--- config.mk ---
export PLATFORM = sky130hd
export DESIGN_NAME = battle_turn_ctrl
export DESIGN_NICKNAME = d
export VERILOG_FILES = /design/src/rtl/battle_pkg.sv /design/src/rtl/damage_calc.sv /design/src/rtl/battle_turn_ctrl.sv
export SDC_FILE = /design/constraint.sdc
export NUM_CORES = 1
export LEC_CHECK = 0
export ABC_AREA = 1
export BUFFER_PORTS_ARGS = -buffer_cell sky130_fd_sc_hd__buf_2
export CAP_MARGIN = 20
export CORE_UTILIZATION = 57
export CTS_CLUSTER_DIAMETER = 80
export DETAILED_ROUTE_END_ITERATION = 10
export GPL_TIMING_DRIVEN = 0
export PLACE_DENSITY = 0.88
export SLEW_MARGIN = 15
export SYNTH_ARGS = -nofsm -noshare
export SYNTH_HDL_FRONTEND = slang
export SYNTH_SLANG_ARGS = --single-unit
--- constraint.sdc ---
create_clock -name i_clk -period 2.95 [get_ports i_clk]
set_input_delay 0.1475 -clock i_clk [delete_from_list [all_inputs] [get_ports i_clk]]
set_output_delay 0.1475 -clock i_clk [all_outputs]
set_load 0.03 [all_outputs]
--- src/rtl/battle_pkg.sv ---
// Shared encodings for the battle turn sequencer: attack types, hit results and FSM states.
package battle_pkg;
  localparam int DEF_MAX_HEALTH = 100;

  localparam logic [1:0] ATK_STANDBY = 2'b00;
  localparam logic [1:0] ATK_LIGHT   = 2'b01;
  localparam logic [1:0] ATK_HEAVY   = 2'b10;

  localparam logic [1:0] HIT_NONE    = 2'b00;
  localparam logic [1:0] HIT_CRIT    = 2'b01;
  localparam logic [1:0] HIT_NORMAL  = 2'b10;
  localparam logic [1:0] HIT_MISS    = 2'b11;

  typedef enum logic [2:0] {
    S_IDLE, S_P1_TURN, S_P1_RESOLVE, S_CPU_TURN, S_CPU_RESOLVE, S_GAME_OVER
  } state_t;

  // Encoding 11 is folded into STANDBY, so only LIGHT/HEAVY count as attacks.
  function automatic logic is_attack(input logic [1:0] t);
    return (t == ATK_LIGHT) || (t == ATK_HEAVY);
  endfunction
endpackage

--- src/rtl/damage_calc.sv ---
// Combinational damage lookup: attack type and hit result to 3-bit damage.
module damage_calc
  import battle_pkg::*;
(
  input  logic [1:0] i_type,
  input  logic [1:0] i_hit,
  output logic [2:0] o_dmg
);
  always_comb begin
    o_dmg = 3'd0;
    case (i_type)
      ATK_LIGHT: begin
        if (i_hit == HIT_NORMAL)    o_dmg = 3'd1;
        else if (i_hit == HIT_CRIT) o_dmg = 3'd2;
      end
      ATK_HEAVY: begin
        if (i_hit == HIT_NORMAL)    o_dmg = 3'd2;
        else if (i_hit == HIT_CRIT) o_dmg = 3'd4;
      end
      default: o_dmg = 3'd0;
    endcase
  end
endmodule

--- src/rtl/battle_turn_ctrl.sv ---
// Player-vs-CPU turn sequencer: hands attacks to the resolver and applies saturating damage.
module battle_turn_ctrl
  import battle_pkg::*;
#(
  parameter int MAX_HEALTH   = DEF_MAX_HEALTH,
  parameter int HEALTH_W     = 8,
  parameter int TURN_TIMEOUT = 1000
) (
  input  logic                i_clk,
  input  logic                i_reset,
  input  logic                i_start,
  input  logic                i_p1_valid,
  input  logic [1:0]          i_p1_type,
  output logic                o_p1_ready,
  input  logic [1:0]          i_cpu_type,
  output logic                o_res_req,
  output logic                o_res_player,
  output logic [1:0]          o_res_type,
  input  logic                i_res_valid,
  input  logic [1:0]          i_res_state,
  output logic [HEALTH_W-1:0] o_p1_health,
  output logic [HEALTH_W-1:0] o_cpu_health,
  output logic                o_cpu_attacking,
  output logic                o_turn_p1,
  output logic                o_game_over,
  output logic                o_winner,
  output logic [7:0]          o_round
);
  localparam int CW = (TURN_TIMEOUT > 1) ? $clog2(TURN_TIMEOUT) : 1;
  localparam logic [CW-1:0]       TO_LAST = CW'(TURN_TIMEOUT - 1);
  localparam logic [HEALTH_W-1:0] HMAX    = HEALTH_W'(MAX_HEALTH);

  state_t              state_q, state_d;
  logic [CW-1:0]       cnt_q;
  logic [1:0]          type_q;
  logic [HEALTH_W-1:0] p1_hp_q, cpu_hp_q, p1_hp_new, cpu_hp_new, dmg_w;
  logic [7:0]          round_q;
  logic                winner_q, cpu_atk_q;
  logic [2:0]          dmg;

  // One lookup serves both turns; the state picks which health it lands on.
  damage_calc u_dmg (.i_type(type_q), .i_hit(i_res_state), .o_dmg(dmg));

  assign dmg_w      = HEALTH_W'(dmg);
  assign p1_hp_new  = (p1_hp_q  > dmg_w) ? p1_hp_q  - dmg_w : '0;
  assign cpu_hp_new = (cpu_hp_q > dmg_w) ? cpu_hp_q - dmg_w : '0;

  always_ff @(posedge i_clk) begin
    if (i_reset) state_q <= S_IDLE;
    else         state_q <= state_d;
  end

  always_comb begin
    state_d = state_q;
    case (state_q)
      S_IDLE, S_GAME_OVER: if (i_start) state_d = S_P1_TURN;
      S_P1_TURN: begin
        if (i_p1_valid)            state_d = is_attack(i_p1_type) ? S_P1_RESOLVE : S_CPU_TURN;
        else if (cnt_q == TO_LAST) state_d = S_CPU_TURN;
      end
      S_P1_RESOLVE:  if (i_res_valid) state_d = (cpu_hp_new == '0) ? S_GAME_OVER : S_CPU_TURN;
      S_CPU_TURN:    state_d = is_attack(i_cpu_type) ? S_CPU_RESOLVE : S_P1_TURN;
      S_CPU_RESOLVE: if (i_res_valid) state_d = (p1_hp_new == '0) ? S_GAME_OVER : S_P1_TURN;
      default:       state_d = S_IDLE;
    endcase
  end

  always_comb begin
    o_p1_ready   = (state_q == S_P1_TURN);
    o_turn_p1    = (state_q == S_P1_TURN);
    o_res_req    = (state_q == S_P1_RESOLVE) || (state_q == S_CPU_RESOLVE);
    o_res_player = (state_q == S_P1_RESOLVE);
    o_res_type   = o_res_req ? type_q : ATK_STANDBY;
    o_game_over  = (state_q == S_GAME_OVER);
  end

  always_ff @(posedge i_clk) begin
    if (i_reset) begin
      cnt_q     <= '0;
      type_q    <= ATK_STANDBY;
      p1_hp_q   <= HMAX;
      cpu_hp_q  <= HMAX;
      round_q   <= 8'd0;
      winner_q  <= 1'b0;
      cpu_atk_q <= 1'b0;
    end else begin
      cpu_atk_q <= 1'b0;
      cnt_q     <= (state_q == S_P1_TURN) ? cnt_q + CW'(1) : '0;
      case (state_q)
        S_IDLE, S_GAME_OVER: if (i_start) begin
          p1_hp_q  <= HMAX;
          cpu_hp_q <= HMAX;
          round_q  <= 8'd1;
          winner_q <= 1'b0;
        end
        S_P1_TURN: if (i_p1_valid) type_q <= i_p1_type;
        S_P1_RESOLVE: if (i_res_valid) begin
          cpu_hp_q <= cpu_hp_new;
          if (cpu_hp_new == '0) winner_q <= 1'b1;
        end
        S_CPU_TURN: begin
          type_q <= i_cpu_type;
          if (!is_attack(i_cpu_type) && round_q != 8'hFF) round_q <= round_q + 8'd1;
        end
        S_CPU_RESOLVE: if (i_res_valid) begin
          p1_hp_q   <= p1_hp_new;
          cpu_atk_q <= (i_res_state == HIT_CRIT) || (i_res_state == HIT_NORMAL);
          if (p1_hp_new == '0)        winner_q <= 1'b0;
          else if (round_q != 8'hFF)  round_q  <= round_q + 8'd1;
        end
        default: ;
      endcase
    end
  end

  assign o_p1_health     = p1_hp_q;
  assign o_cpu_health    = cpu_hp_q;
  assign o_round         = round_q;
  assign o_winner        = winner_q;
  assign o_cpu_attacking = cpu_atk_q;
endmodule
==> impl_results.html <==
<table>
<tr><th>Metric</th><th>Value</th></tr>
<tr><th colspan="2">Clock tree</th></tr>
<tr><td>Clock tree sinks</td><td>41</td></tr>
<tr><td>H-Tree Depth</td><td>2</td></tr>
<tr><td>Worst-case clock buffer depth</td><td>2</td></tr>
<tr><td>CTS tree</td><td>done</td></tr>
<tr><td>Latest clock arrival within the worst-skew pair</td><td>0.30 ns</td></tr>
<tr><td>TritonCTS Buffers</td><td>5</td></tr>
<tr><td>Library cell used as clock root buffer</td><td>sky130_fd_sc_hd__clkbuf_8</td></tr>
<tr><td>Post-CTS clock slew at the launch and capture registers of the worst setup and hold paths</td><td>0.08 ns</td></tr>
<tr><td>Cts-stage hold buffer count</td><td>0</td></tr>
<tr><th colspan="2">Global routing</th></tr>
<tr><td>Number of antenna violations at the first check in global routing</td><td>0</td></tr>
<tr><td>Wire length of the first global-routing pass</td><td>just over 10000 um</td></tr>
<tr><td>Via count of the first global-routing pass</td><td>2462</td></tr>
<tr><td>Residual overflow from global routing</td><td>0</td></tr>
<tr><td>Largest net degree at the start of global routing</td><td>13</td></tr>
<tr><td>Global-route usage over all layers</td><td>roughly a quarter</td></tr>
<tr><th colspan="2">Synthesis</th></tr>
<tr><td>Part of the Yosys area used for sequential elements</td><td>29.30%</td></tr>
<tr><td>Ranking of synthesized cells by instance count</td><td>sky130_fd_sc_hd__nand2_1, sky130_fd_sc_hd__inv_1, sky130_fd_sc_hd__nor2_1</td></tr>
<tr><td>Main flop type after synthesis</td><td>sky130_fd_sc_hd__dfxtp_1</td></tr>
<tr><td>Mean cell area of the mapped netlist</td><td>6.686 um^2</td></tr>
<tr><td>Distinct cells, synth</td><td>37</td></tr>
<tr><td>Async set-reset flop share out of synthesis</td><td>0%</td></tr>
<tr><td>Number of enable flip-flop cells after synthesis</td><td>0</td></tr>
<tr><td>Post-Synthesis Cell Area</td><td>2801 um^2</td></tr>
<tr><td>Area share of the largest cell type after synthesis</td><td>29.30%</td></tr>
<tr><td>Yosys warning count</td><td>0</td></tr>
<tr><td>Leading cell type by number of instances after synthesis</td><td>sky130_fd_sc_hd__nand2_1</td></tr>
<tr><td>Cells after Synth</td><td>~420</td></tr>
<tr><td>Post-synthesis net count</td><td>446</td></tr>
<tr><td>Post-synthesis sequential element count</td><td>41</td></tr>
<tr><td>Cell types with the largest area share after synthesis</td><td>sky130_fd_sc_hd__dfxtp_1, sky130_fd_sc_hd__nand2_1, sky130_fd_sc_hd__inv_1</td></tr>
<tr><td>Cell type contributing the most total cell area after synthesis</td><td>sky130_fd_sc_hd__dfxtp_1</td></tr>
<tr><th colspan="2">Finish</th></tr>
<tr><td>Count of non-filler cells in the finished layout</td><td>between 500 and 600</td></tr>
<tr><td>Number of inserted diodes</td><td>0</td></tr>
<tr><td>Layout cells sized above 1</td><td>21.91%</td></tr>
<tr><td>Final nets</td><td>496</td></tr>
<tr><td>Area of all placed cells without fillers</td><td>3252 um^2</td></tr>
<tr><td>Fraction of the core area covered by cells at the end of the flow</td><td>68.85%</td></tr>
<tr><td>Layout overhead on the synthesized area</td><td>16.08%</td></tr>
<tr><th colspan="2">Critical path</th></tr>
<tr><td>Standard cell with the maximum stage delay on the critical path</td><td>sky130_fd_sc_hd__dfxtp_2</td></tr>
<tr><td>Startpoint Class</td><td>register</td></tr>
<tr><td>Buf/Inv on CP</td><td>4</td></tr>
<tr><td>Crit path cell chain</td><td>inv_1 -&gt; ha_1 -&gt; a21oi_4 -&gt; inv_1 -&gt; ha_1 -&gt; nand2_1 -&gt; o21ai_2 -&gt; nand2_2 -&gt; buf_6 -&gt; nand3_1 -&gt; nand2_1 -&gt; nor2_2 -&gt; nand3_2 -&gt; buf_6 -&gt; a21oi_1 -&gt; nor2_1</td></tr>
<tr><td>Critical path endpoint category</td><td>register</td></tr>
<tr><td>Largest delay share family, worst path</td><td>simple AND/OR/NAND/NOR gates</td></tr>
<tr><td>WS Path Type</td><td>register to register</td></tr>
<tr><td>Worst EP required</td><td>3.14 ns</td></tr>
<tr><td>Arrival time of data at the critical path endpoint</td><td>2.98 ns</td></tr>
<tr><td>Biggest fanout along the worst timing path</td><td>10</td></tr>
<tr><td>Largest stage delay on the critical path</td><td>0.35 ns</td></tr>
<tr><th colspan="2">STA</th></tr>
<tr><td>Final-report setup violation count</td><td>0</td></tr>
<tr><td>Maximum operating frequency</td><td>around 360 MHz</td></tr>
<tr><td>Setup TNS</td><td>0 ns</td></tr>
<tr><td>Worst-Margin Slew</td><td>approximately 0.69 ns</td></tr>
<tr><td>Share of the clock period used by the worst path</td><td>94.58%</td></tr>
<tr><td>Pins Over Slew Limit</td><td>0</td></tr>
<tr><td>Headroom to the max-slew limit</td><td>53.92%</td></tr>
<tr><td>Post-layout minimum cycle time</td><td>2.790 ns</td></tr>
<tr><td>Hold violation count in the final report</td><td>0</td></tr>
<tr><td>Worst Clk Skew</td><td>~0.0085 ns</td></tr>
<tr><td>RSZ-0062 raised after global routing</td><td>false</td></tr>
<tr><th colspan="2">Routing</th></tr>
<tr><td>Routed wire length</td><td>6418 um</td></tr>
<tr><td>Number of remaining DRC errors</td><td>0</td></tr>
<tr><td>Routed via count divided by cell count</td><td>5.276</td></tr>
<tr><td>Routed Antenna Nets</td><td>0</td></tr>
<tr><td>Iter 0 DRT Violations</td><td>225</td></tr>
<tr><td>DR vias</td><td>2833</td></tr>
<tr><td>Routed length per placed instance</td><td>11.95 um</td></tr>
<tr><td>First-pass detailed-route iteration total</td><td>5</td></tr>
<tr><th colspan="2">Placed design</th></tr>
<tr><td>Input/output buffers</td><td>43</td></tr>
<tr><td>Placed standard-cell area</td><td>a little over 3000 um^2</td></tr>
<tr><td>Routability congestion estimate from global placement</td><td>0.9042</td></tr>
<tr><td>Instance count after placement with tap cells included</td><td>529</td></tr>
<tr><td>Placed wire-length estimate after detailed placement</td><td>4796 um</td></tr>
<tr><th colspan="2">Floorplanning</th></tr>
<tr><td>Core area</td><td>4723 um^2</td></tr>
<tr><td>Die outline width</td><td>72.11 um</td></tr>
<tr><td>Die boundary height</td><td>72.11 um</td></tr>
<tr><td>Starting density of the core</td><td>59.31%</td></tr>
<tr><td>Number of I/O pins</td><td>44</td></tr>
<tr><td>DIE AREA</td><td>5199 um^2</td></tr>
<tr><td>Number of placement rows</td><td>25</td></tr>
<tr><th colspan="2">Pwr</th></tr>
<tr><td>Clock network fraction of total power</td><td>26.0%</td></tr>
<tr><td>Fraction of power consumed by sequential logic</td><td>34.4%</td></tr>
<tr><td>Static leakage</td><td>1.383 nW</td></tr>
<tr><td>Logic gate share of total power</td><td>39.5%</td></tr>
<tr><td>VDD IR-drop max</td><td>0.4920 mV</td></tr>
<tr><td>Internal</td><td>between 0.001 and 0.0015 W</td></tr>
<tr><td>Sw power</td><td>0.0007455 W</td></tr>
<tr><td>Cell area power density</td><td>roughly 570 nW/um^2</td></tr>
<tr><td>Share of total power consumed by net switching</td><td>40.39%</td></tr>
<tr><th colspan="2">Worst hold path</th></tr>
<tr><td>Worst Hold Class</td><td>input port to register</td></tr>
<tr><th colspan="2">Flow run</th></tr>
<tr><td>Count of maximum capacitance violations</td><td>0</td></tr>
<tr><th colspan="2">Run status</th></tr>
<tr><td>Status</td><td>finished clean</td></tr>
</table>
power groups by stage:
| stage | registers [W] | clock network [W] | logic, W |
|---|---|---|---|
| final | 0.000636 | 0.000481 | 0.000729 |
| after global routing | 0.000641 | 0.000511 | 0.000798 |
| after CTS | 0.000635 | 0.000486 | 0.000726 |
| after detailed placement | 0.000648 | 0 | 0.000720 |
| after global placement | 0.000646 | 0 | 0.000699 |
| after floorplan | 0.000679 | 0 | 0.000517 |
worst paths after layout:
| kind | startpoint | endpoint | slack (ns) | depth (start not counted) |
|---|---|---|---|---|
| worst max register to register | type_q[0]$_SDFFE_PP0P_ | o_round[1]$_SDFFE_PP0P_ | 0.16 | 16 |
| worst max-delay path | type_q[0]$_SDFFE_PP0P_ | o_round[1]$_SDFFE_PP0P_ | 0.16 | 16 |
| worst min-delay path | i_cpu_type[0] | type_q[0]$_SDFFE_PP0P_ | 0.12 | 3 |
| worst min register to register | cnt_q[0]$_SDFF_PP0_ | cnt_q[0]$_SDFF_PP0_ | 0.44 | 1 |
cell type report:
class | count | area, um^2
multi-input cells | 312 | 1739
fillers | 400 | 1471
flip-flops and latches | 41 | 822.0
inverters | 59 | 221.5
repair buffers | 43 | 215.2
clock buffers | 7 | 86.33
well taps | 67 | 83.83
plain buffers | 7 | 53.80
clock inverters | 1 | 30.03
tightest hold or removal path, cell delays in order:
cell and delay, ns:
sky130_fd_sc_hd__buf_2 0.11, sky130_fd_sc_hd__nand2_1 0.06, sky130_fd_sc_hd__a31oi_1 0.07
metal layers:
metal  global-route usage (%)  vias up  wire, um
met3                    4.861        9       372
met5                        0        -         0
met2                    42.26      102      3097
met4                    6.100        0        56
li1                         -     1446         -
met1                    30.83     1276      2892
timing repair:
item | in CTS | in global routing
resized for setup | 1 | 7
setup endpoints to repair | 8 | 10
setup buffers | 0 | 0
kinds of logic after synthesis:
kind of cell / count (synthesis) / share of synthesized area [%]
adder cells (fa/ha/maj): 16 / 7.682
flip-flops: 41 / 29.30
XOR/XNOR: 6 / 1.876
AO/OA/AOI/OAI: 63 / 13.00
buffers and inverters: 66 / 9.826
AND/OR/NAND/NOR: 227 / 38.32
sequential cells by signal, summed over array words and instances (netlist names):
| register | count |
|---|---|
| cnt_q | 10 |
| o_round | 8 |
| o_p1_health | 8 |
| o_winner | 1 |
| state_q | 3 |
| o_cpu_attacking | 1 |
| o_cpu_health | 8 |
| type_q | 2 |
cells in the final DEF (no fill, tap or decap), types with 8 or more instances in the layout:
cell type	count
sky130_fd_sc_hd__nand3_2	8
sky130_fd_sc_hd__a21oi_2	8
sky130_fd_sc_hd__a21oi_1	26
sky130_fd_sc_hd__o21ai_0	21
sky130_fd_sc_hd__nand2_1	103
sky130_fd_sc_hd__buf_2	44
sky130_fd_sc_hd__nor2_1	45
sky130_fd_sc_hd__nand3_1	36
sky130_fd_sc_hd__dfxtp_1	40
sky130_fd_sc_hd__inv_1	53
sky130_fd_sc_hd__ha_1	13
through the flow:
stage	hold WS, ns	power, W	setup WS (ns)
after floorplan	0.2967	0.001196	0.3527
after global placement	0.4285	0.001345	0.02868
after detailed placement	0.4356	0.001367	-0.01933
after CTS	0.1240	0.001847	0.04851
after global routing	0.1463	0.001949	0.006903
final	0.1206	0.001846	0.1600
(Power assumes the default switching activity.)
